**src/rtl/alu_if.sv**
```systemverilog
// Operand/opcode/result bundle between the decode stage and the ALU.
// The master drives operands and opcode; the slave returns the registered
// result and status flags.
interface alu_if #(
  parameter int WIDTH = 16
);
  logic [WIDTH-1:0] A;
  logic [WIDTH-1:0] B;
  logic [7:0]       Opcode;
  logic [WIDTH-1:0] C;
  logic [4:0]       Flags;

  modport master (
    output A,
    output B,
    output Opcode,
    input  C,
    input  Flags
  );

  modport slave (
    input  A,
    input  B,
    input  Opcode,
    output C,
    output Flags
  );
endinterface

```
**src/rtl/alu.sv**
```systemverilog
// 16-bit registered ALU for the CR16-style datapath.
// One-cycle latency: operands and opcode are sampled on the rising edge and
// the result C plus flags {N, Z, F, L, C} are held in registers.
// Flags an operation does not define keep their previous value.
module alu #(
  parameter int WIDTH = 16
) (
  input  logic  clk,
  input  logic  reset,
  alu_if.slave  bus
);

  // Operation classes after opcode decode
  localparam logic [3:0] K_UND  = 4'd0;
  localparam logic [3:0] K_ADD  = 4'd1;
  localparam logic [3:0] K_ADDU = 4'd2;
  localparam logic [3:0] K_SUB  = 4'd3;
  localparam logic [3:0] K_CMP  = 4'd4;
  localparam logic [3:0] K_AND  = 4'd5;
  localparam logic [3:0] K_OR   = 4'd6;
  localparam logic [3:0] K_XOR  = 4'd7;
  localparam logic [3:0] K_MOV  = 4'd8;
  localparam logic [3:0] K_LSH  = 4'd9;
  localparam logic [3:0] K_ASHU = 4'd10;
  localparam logic [3:0] K_LUI  = 4'd11;

  // Flag bit positions inside the Flags vector
  localparam int FN = 4;
  localparam int FZ = 3;
  localparam int FF = 2;
  localparam int FL = 1;
  localparam int FC = 0;

  logic [WIDTH-1:0] c_r;
  logic [4:0]       flags_r;
  logic [WIDTH-1:0] c_next_s;
  logic [4:0]       flags_next_s;
  logic [3:0]       kind_s;
  logic [3:0]       op_s;
  logic [3:0]       ext_s;
  logic [WIDTH:0]   sum_s;
  logic [WIDTH:0]   diff_s;
  logic             add_ovf_s;
  logic             sub_ovf_s;

  // R-type ext codes and I-type op codes share one encoding for the
  // arithmetic/logic/move group, so both decode through this table.
  function automatic logic [3:0] map_f(input logic [3:0] code);
    logic [3:0] k;
    case (code)
      4'b0101: k = K_ADD;
      4'b0110: k = K_ADDU;
      4'b1001: k = K_SUB;
      4'b1011: k = K_CMP;
      4'b0001: k = K_AND;
      4'b0010: k = K_OR;
      4'b0011: k = K_XOR;
      4'b1101: k = K_MOV;
      default: k = K_UND;
    endcase
    return k;
  endfunction

  // Signed shift: B >= 0 shifts left, B < 0 shifts right by -B.
  // The magnitude is 17 bits so that -32768 is represented correctly;
  // any magnitude above 15 yields zero.
  function automatic logic [15:0] shift_f(input logic [15:0] a,
                                          input logic [15:0] b,
                                          input logic        arith);
    logic [16:0] mag;
    logic [15:0] res;
    if (b[15]) begin
      mag = 17'h10000 - {1'b0, b};
    end else begin
      mag = {1'b0, b};
    end
    if (mag > 17'd15) begin
      res = 16'h0000;
    end else if (b[15]) begin
      res = arith ? $unsigned($signed(a) >>> mag[3:0]) : (a >> mag[3:0]);
    end else begin
      res = a << mag[3:0];
    end
    return res;
  endfunction

  assign op_s   = bus.Opcode[7:4];
  assign ext_s  = bus.Opcode[3:0];

  // Carry and borrow both land in bit WIDTH of the zero-extended result
  assign sum_s     = {1'b0, bus.A} + {1'b0, bus.B};
  assign diff_s    = {1'b0, bus.A} - {1'b0, bus.B};
  assign add_ovf_s = (bus.A[WIDTH-1] == bus.B[WIDTH-1]) &&
                     (sum_s[WIDTH-1] != bus.A[WIDTH-1]);
  assign sub_ovf_s = (bus.A[WIDTH-1] != bus.B[WIDTH-1]) &&
                     (diff_s[WIDTH-1] != bus.A[WIDTH-1]);

  // Decode the 8-bit opcode into an operation class
  always_comb begin
    kind_s = K_UND;
    case (op_s)
      4'b0000: kind_s = map_f(ext_s);
      4'b1000: begin
        case (ext_s)
          4'b0100: kind_s = K_LSH;
          4'b0110: kind_s = K_ASHU;
          4'b0000: kind_s = K_LSH;
          4'b0001: kind_s = K_LSH;
          default: kind_s = K_UND;
        endcase
      end
      4'b1111: kind_s = K_LUI;
      default: kind_s = map_f(op_s);
    endcase
  end

  // Compute next result and flags; untouched flags and CMP's result hold
  always_comb begin
    c_next_s     = c_r;
    flags_next_s = flags_r;
    case (kind_s)
      K_ADD: begin
        c_next_s         = sum_s[WIDTH-1:0];
        flags_next_s[FC] = sum_s[WIDTH];
        flags_next_s[FF] = add_ovf_s;
      end
      K_ADDU: begin
        c_next_s         = sum_s[WIDTH-1:0];
        flags_next_s[FC] = sum_s[WIDTH];
      end
      K_SUB: begin
        c_next_s         = diff_s[WIDTH-1:0];
        flags_next_s[FC] = diff_s[WIDTH];
        flags_next_s[FF] = sub_ovf_s;
      end
      K_CMP: begin
        flags_next_s[FZ] = (bus.A == bus.B);
        flags_next_s[FN] = ($signed(bus.A) < $signed(bus.B));
        flags_next_s[FL] = (bus.A < bus.B);
      end
      K_AND:   c_next_s = bus.A & bus.B;
      K_OR:    c_next_s = bus.A | bus.B;
      K_XOR:   c_next_s = bus.A ^ bus.B;
      K_MOV:   c_next_s = bus.B;
      K_LSH:   c_next_s = shift_f(bus.A, bus.B, 1'b0);
      K_ASHU:  c_next_s = shift_f(bus.A, bus.B, 1'b1);
      K_LUI:   c_next_s = {bus.B[7:0], 8'h00};
      default: c_next_s = 16'h0000;
    endcase
  end

  // Result and flag registers; reset clears both asynchronously
  always_ff @(posedge clk or posedge reset) begin
    if (reset) begin
      c_r     <= 16'h0000;
      flags_r <= 5'b00000;
    end else begin
      c_r     <= c_next_s;
      flags_r <= flags_next_s;
    end
  end

  assign bus.C     = c_r;
  assign bus.Flags = flags_r;

endmodule

```
**src/flat_wrapper.sv**
```systemverilog
// flat-port wrapper written by rule: the top's interface ports become plain ports
module alu_flat 
#(
  parameter int WIDTH = 16
)
  (clk, reset, bus_A, bus_B, bus_Opcode, bus_C, bus_Flags);
  alu_if #(.WIDTH(WIDTH)) bus_i ();
  input  logic clk;
  input  logic reset;
  input wire logic [$bits(bus_i.A)-1:0] bus_A;
  input wire logic [$bits(bus_i.B)-1:0] bus_B;
  input wire logic [$bits(bus_i.Opcode)-1:0] bus_Opcode;
  output wire logic [$bits(bus_i.C)-1:0] bus_C;
  output wire logic [$bits(bus_i.Flags)-1:0] bus_Flags;
  assign bus_i.A = bus_A;
  assign bus_i.B = bus_B;
  assign bus_i.Opcode = bus_Opcode;
  assign bus_C = bus_i.C;
  assign bus_Flags = bus_i.Flags;
  alu #(.WIDTH(WIDTH)) u_core (.clk(clk), .reset(reset), .bus(bus_i));
endmodule
```
**config.mk**
```make
export PLATFORM = sky130hd
export DESIGN_NAME = alu_flat
export DESIGN_NICKNAME = d
export VERILOG_FILES = /design/src/rtl/alu_if.sv /design/src/rtl/alu.sv /design/src/flat_wrapper.sv
export SDC_FILE = /design/constraint.sdc
export NUM_CORES = 1
export LEC_CHECK = 0
export ABC_AREA = 1
export CORE_AREA = 2 2 142 144
export CTS_BUF_LIST = sky130_fd_sc_hd__clkbuf_8
export CTS_CLUSTER_DIAMETER = 120
export CTS_CLUSTER_SIZE = 16
export DETAILED_ROUTE_END_ITERATION = 8
export DIE_AREA = 0 0 144 146
export DONT_BUFFER_PORTS = 1
export PLACE_DENSITY_LB_ADDON = 0.3
export SLEW_MARGIN = 5
export SYNTH_ARGS = -nofsm -noshare
export SYNTH_HDL_FRONTEND = slang
export SYNTH_SLANG_ARGS = --single-unit
```
**constraint.sdc**
```tcl
create_clock -name clk -period 0.8 [get_ports clk]
set_input_delay 0.16 -clock clk [delete_from_list [all_inputs] [get_ports clk]]
set_output_delay 0.16 -clock clk [all_outputs]
set_load 0.1 [all_outputs]
```
==> out/qor.yml <==
timing:
  timing.final.crit_share_pct: 223.9
  setup_viol_count_final: 42
  grt_setup_unrepaired: "yes"
  hold_violations: 0
  final_max_slew_viol_count: 0
  layout_setup_ws_ns: -0.9914
  fmax_mhz: 558.2
  tightest_slew_ns: 0.5214
  fin_worst_skew_ns: 0
  min_period_ns: 1.791
  slew_headroom_pct: 65.20
clock_network:
  cts_tree: "done"
  htreeDepth: 1
  cts.sink_count: 21
  clk_latency_ns: 0.27
  clk_pin_slew_ns: 0.09
  cts_buffers: 3
  root_buffer: "clkbuf_8"
  clock_path_buffers: 2
final_layout:
  antenna_cells: 0
  fill_cells: 1909
  area_growth_pct: 70.65
  multi_input_area_um2: 5699
  nets: 1421
  fin_area_um2: 9879
  regArea_um2: 604.3
  drive_gt1_share_pct: 44.04
die:
  die_area_um2: 21020
  io_pins: 63
  core_um2: 19330
  initial_core_util_pct: 29.94
  die_w_um: 144
  row_count: 51
  die_h_um: 146
global_routing:
  grt-ovfl-total: 0
  grt_usage_pct: 27.07
  antenna_found_initial: 0
  grt_pass1_wl_mm: 44.25
  use_met2_pct: 45.24
  met1_usage_pct: 34.85
  grt_max_degree: 49
  grt_pass1_vias: 8096
  grt.met3_usage_pct: 3.620
  gr-max-usage-layer: "met2"
run:
  cap_violations: 0
critical_path:
  crit_chain: "clkinvlp_4, ha_4, o21ai_4, buf_12, buf_4, buf_4, o21ai_1, nand3_1, nand3_2, nand4_1, nand3_2, nor2_2, nand2_1"
  slowest_delay_ns: 0.29
  crit_fanout: 6
  crit_family: "simple AND/OR/NAND/NOR gates"
  end_kind: "flop"
  worstSetupStartpointType: "input pin"
  critPathBufInv: 4
  worstSetupPathType: "input pin to flop"
  worstRegToRegCells: 3
  r2r_slack_ns: -0.15
  required_ns: 0.96
  r2r_end: "u_core.bus.C[0]"
  arrival_ns: 1.95
  r2r_start: "u_core.bus.C[0]"
  cp_slowest_cell: "ha_4"
logic_synthesis:
  synth_nets: 1159
  synth-seq-area-share_pct: 9.077
  syn_area_um2: 5789
  syn_inst: 1065
  yosysUniqueCellTypes: 46
  ys_top_cells_by_area: "nand2_1 (22%), ha_1 (11%), nand3_1 (9.5%)"
  synth_top_cell_by_area: "nand2_1"
  avgSynthCellArea_um2: 5.436
  netlist.area_leader.share_pct: 21.85
  ys_ff_latch: 21
  yosys_warnings: 0
min_path:
  hold_class: "input pin to flop"
  worstHoldStart: "bus_B[0]"
  hold_end: "u_core.bus.C[0]"
  hold_depth: 2
drt:
  routed_wl_mm: 29.30
  drt-initial-drc-count: 615
  vias_per_cell: 5.296
  vias: 8426
  wl_per_cell_um: 18.42
  first_pass_iters: 6
  route.detailed.drc: 0
  antenna_left: 0
outcome:
  failed_checks: "setup timing"
  status: "finished, violations left"
placement:
  dpl_cell_area_um2: 8422
  globalplace.congestion: 1.002
  io_buffers: 0
  post-dp-hpwl_mm: 23.26
pwr:
  leakage_nw: 4.697
  power-per-cell-area_nw_per_um2: 1276
  ir_drop_v: 0.0005761
  p_total_mw: 12.60
where the power goes:
group	total, mW	internal [mW]	switching [mW]
clock	0.733	0.344	0.389
combinational	10.0	4.17	5.84
sequential	1.86	1.51	0.355
total	12.6	6.02	6.59
worst reg2reg max path, stage by stage (launching register included):
cell and delay (ns):
dfrtp_4 0.51, buf_4 0.14, nand2_1 0.07, nand4_1 0.11
synth_stat cells, drive strengths merged:
library cell  count
clkinv            3
nand3b            8
a21oi            61
o31ai             2
o21a              2
o211ai            8
and2              2
clkbuf           22
xor2             14
a22o              1
a31oi             1
ha               50
buf              20
o21ai           107
o21bai            2
nor3             13
inv             107
fa                2
dfrtp            21
mux2i             1
o2111ai           1
a211oi            1
nand3           112
or2              10
nand2           346
a21boi            1
nor2            110
o22ai             3
a21o              3
nand4            31
logic make-up (layout without fill, tap and decap cells):
group,after synthesis,after routing,share of synthesized area [%]
muxes,1,1,0.1729
adders and majority gates,52,52,11.50
xor gates and xnor gates,14,14,2.118
DFF,21,21,9.077
and+or+nand+nor,632,632,48.63
buffers and inverters,152,412,10.65
AOI/OAI and AO/OA,193,194,17.85
repair_timing:
action                     CTS  global route
resized for setup          124           164
hold endpoints to repair    21             0
setup endpoints to repair   42            42
hold buffers                 1             0
setup buffers               19            22
pin swaps                   37            76
gates cloned                 3             1
layout make-up:
cell class	instances	share of cell area [%]
Multi-Input combinational cell	893	57.69
Timing Repair Buffer	296	27.17
Sequential cell	21	6.117
Inverter	110	5.066
Tap cell	265	3.356
Clock buffer	3	0.4179
Timing Repair inverter	2	0.1520
Clock inverter	1	0.03799
sequential cells by signal (all words and copies together) (netlist names):
register / flops
u_core.bus.C: 16
u_core.bus.Flags: 5
layout by cell type, fill, tap and decap left out, types with 3 or more instances in the layout:
master,netlist,final
clkbuf_8,0,3
clkinvlp_4,0,10
nor2_2,3,21
a21oi_1,61,43
ha_4,0,13
buf_8,0,3
o21ai_4,0,7
o21ai_2,2,15
nand2_1,337,281
nand2_2,7,48
nand3_2,1,26
nand4_1,30,30
a21oi_4,0,3
xor2_1,14,11
buf_4,1,240
o21ai_1,4,23
nand2_4,2,17
or2_2,9,7
nor2_1,98,73
nor3_1,13,6
a21o_1,3,3
nand3b_1,8,8
inv_2,8,16
inv_1,98,69
buf_12,0,26
nor3_2,0,6
buf_6,3,25
inv_4,1,10
nand3_1,110,77
nor2_4,7,14
o21ai_0,101,63
a21oi_2,0,15
dfrtp_4,0,21
ha_1,50,35
o211ai_1,8,8
nand3_4,1,9
stage by stage:
| step | setup slack [ns] | setup TNS (ns) | util [%] | hold WS, ns | instances |
|---|---|---|---|---|---|
| 3_3_place_gp | -1.354 | -25.98 | 43.56 | 0.1091 | 1543 |
| 4_1_cts | -0.9796 | -24.31 | 47.01 | 0.08180 | 1569 |
| 6_report | -0.9914 | -24.59 | 51.10 | 0.09587 | 1591 |
| 2_1_floorplan | -0.9448 | -18.52 | - | 0.1370 | 1065 |
| 5_1_grt | -1.070 | -26.61 | 51.10 | 0.09554 | 1591 |
| 3_5_place_dp | -1.393 | -26.48 | 43.56 | 0.1107 | 1543 |
per-layer routing:
metal | share of wire, % | vias up
li1 | - | 4034
met4 | 5.2 | 0
met2 | 47 | 373
met1 | 40 | 3915
met5 | 0 | -
met3 | 7.1 | 104
worst max-delay path by stage:
stage / from / endpoint / slack [ns] / depth (start not counted)
3_5_place_dp: bus_Opcode[6] / u_core.bus.C[3] / -1.39 / 13
3_3_place_gp: bus_Opcode[6] / u_core.bus.C[3] / -1.35 / 13
2_1_floorplan: bus_B[1] / u_core.bus.C[14] / -0.94 / 14
4_1_cts: bus_B[1] / u_core.bus.C[13] / -0.98 / 14
6_report: bus_B[1] / u_core.bus.C[13] / -0.99 / 13
5_1_grt: bus_B[1] / u_core.bus.C[13] / -1.07 / 15
Note: power is estimated with default switching activity, not from simulation.
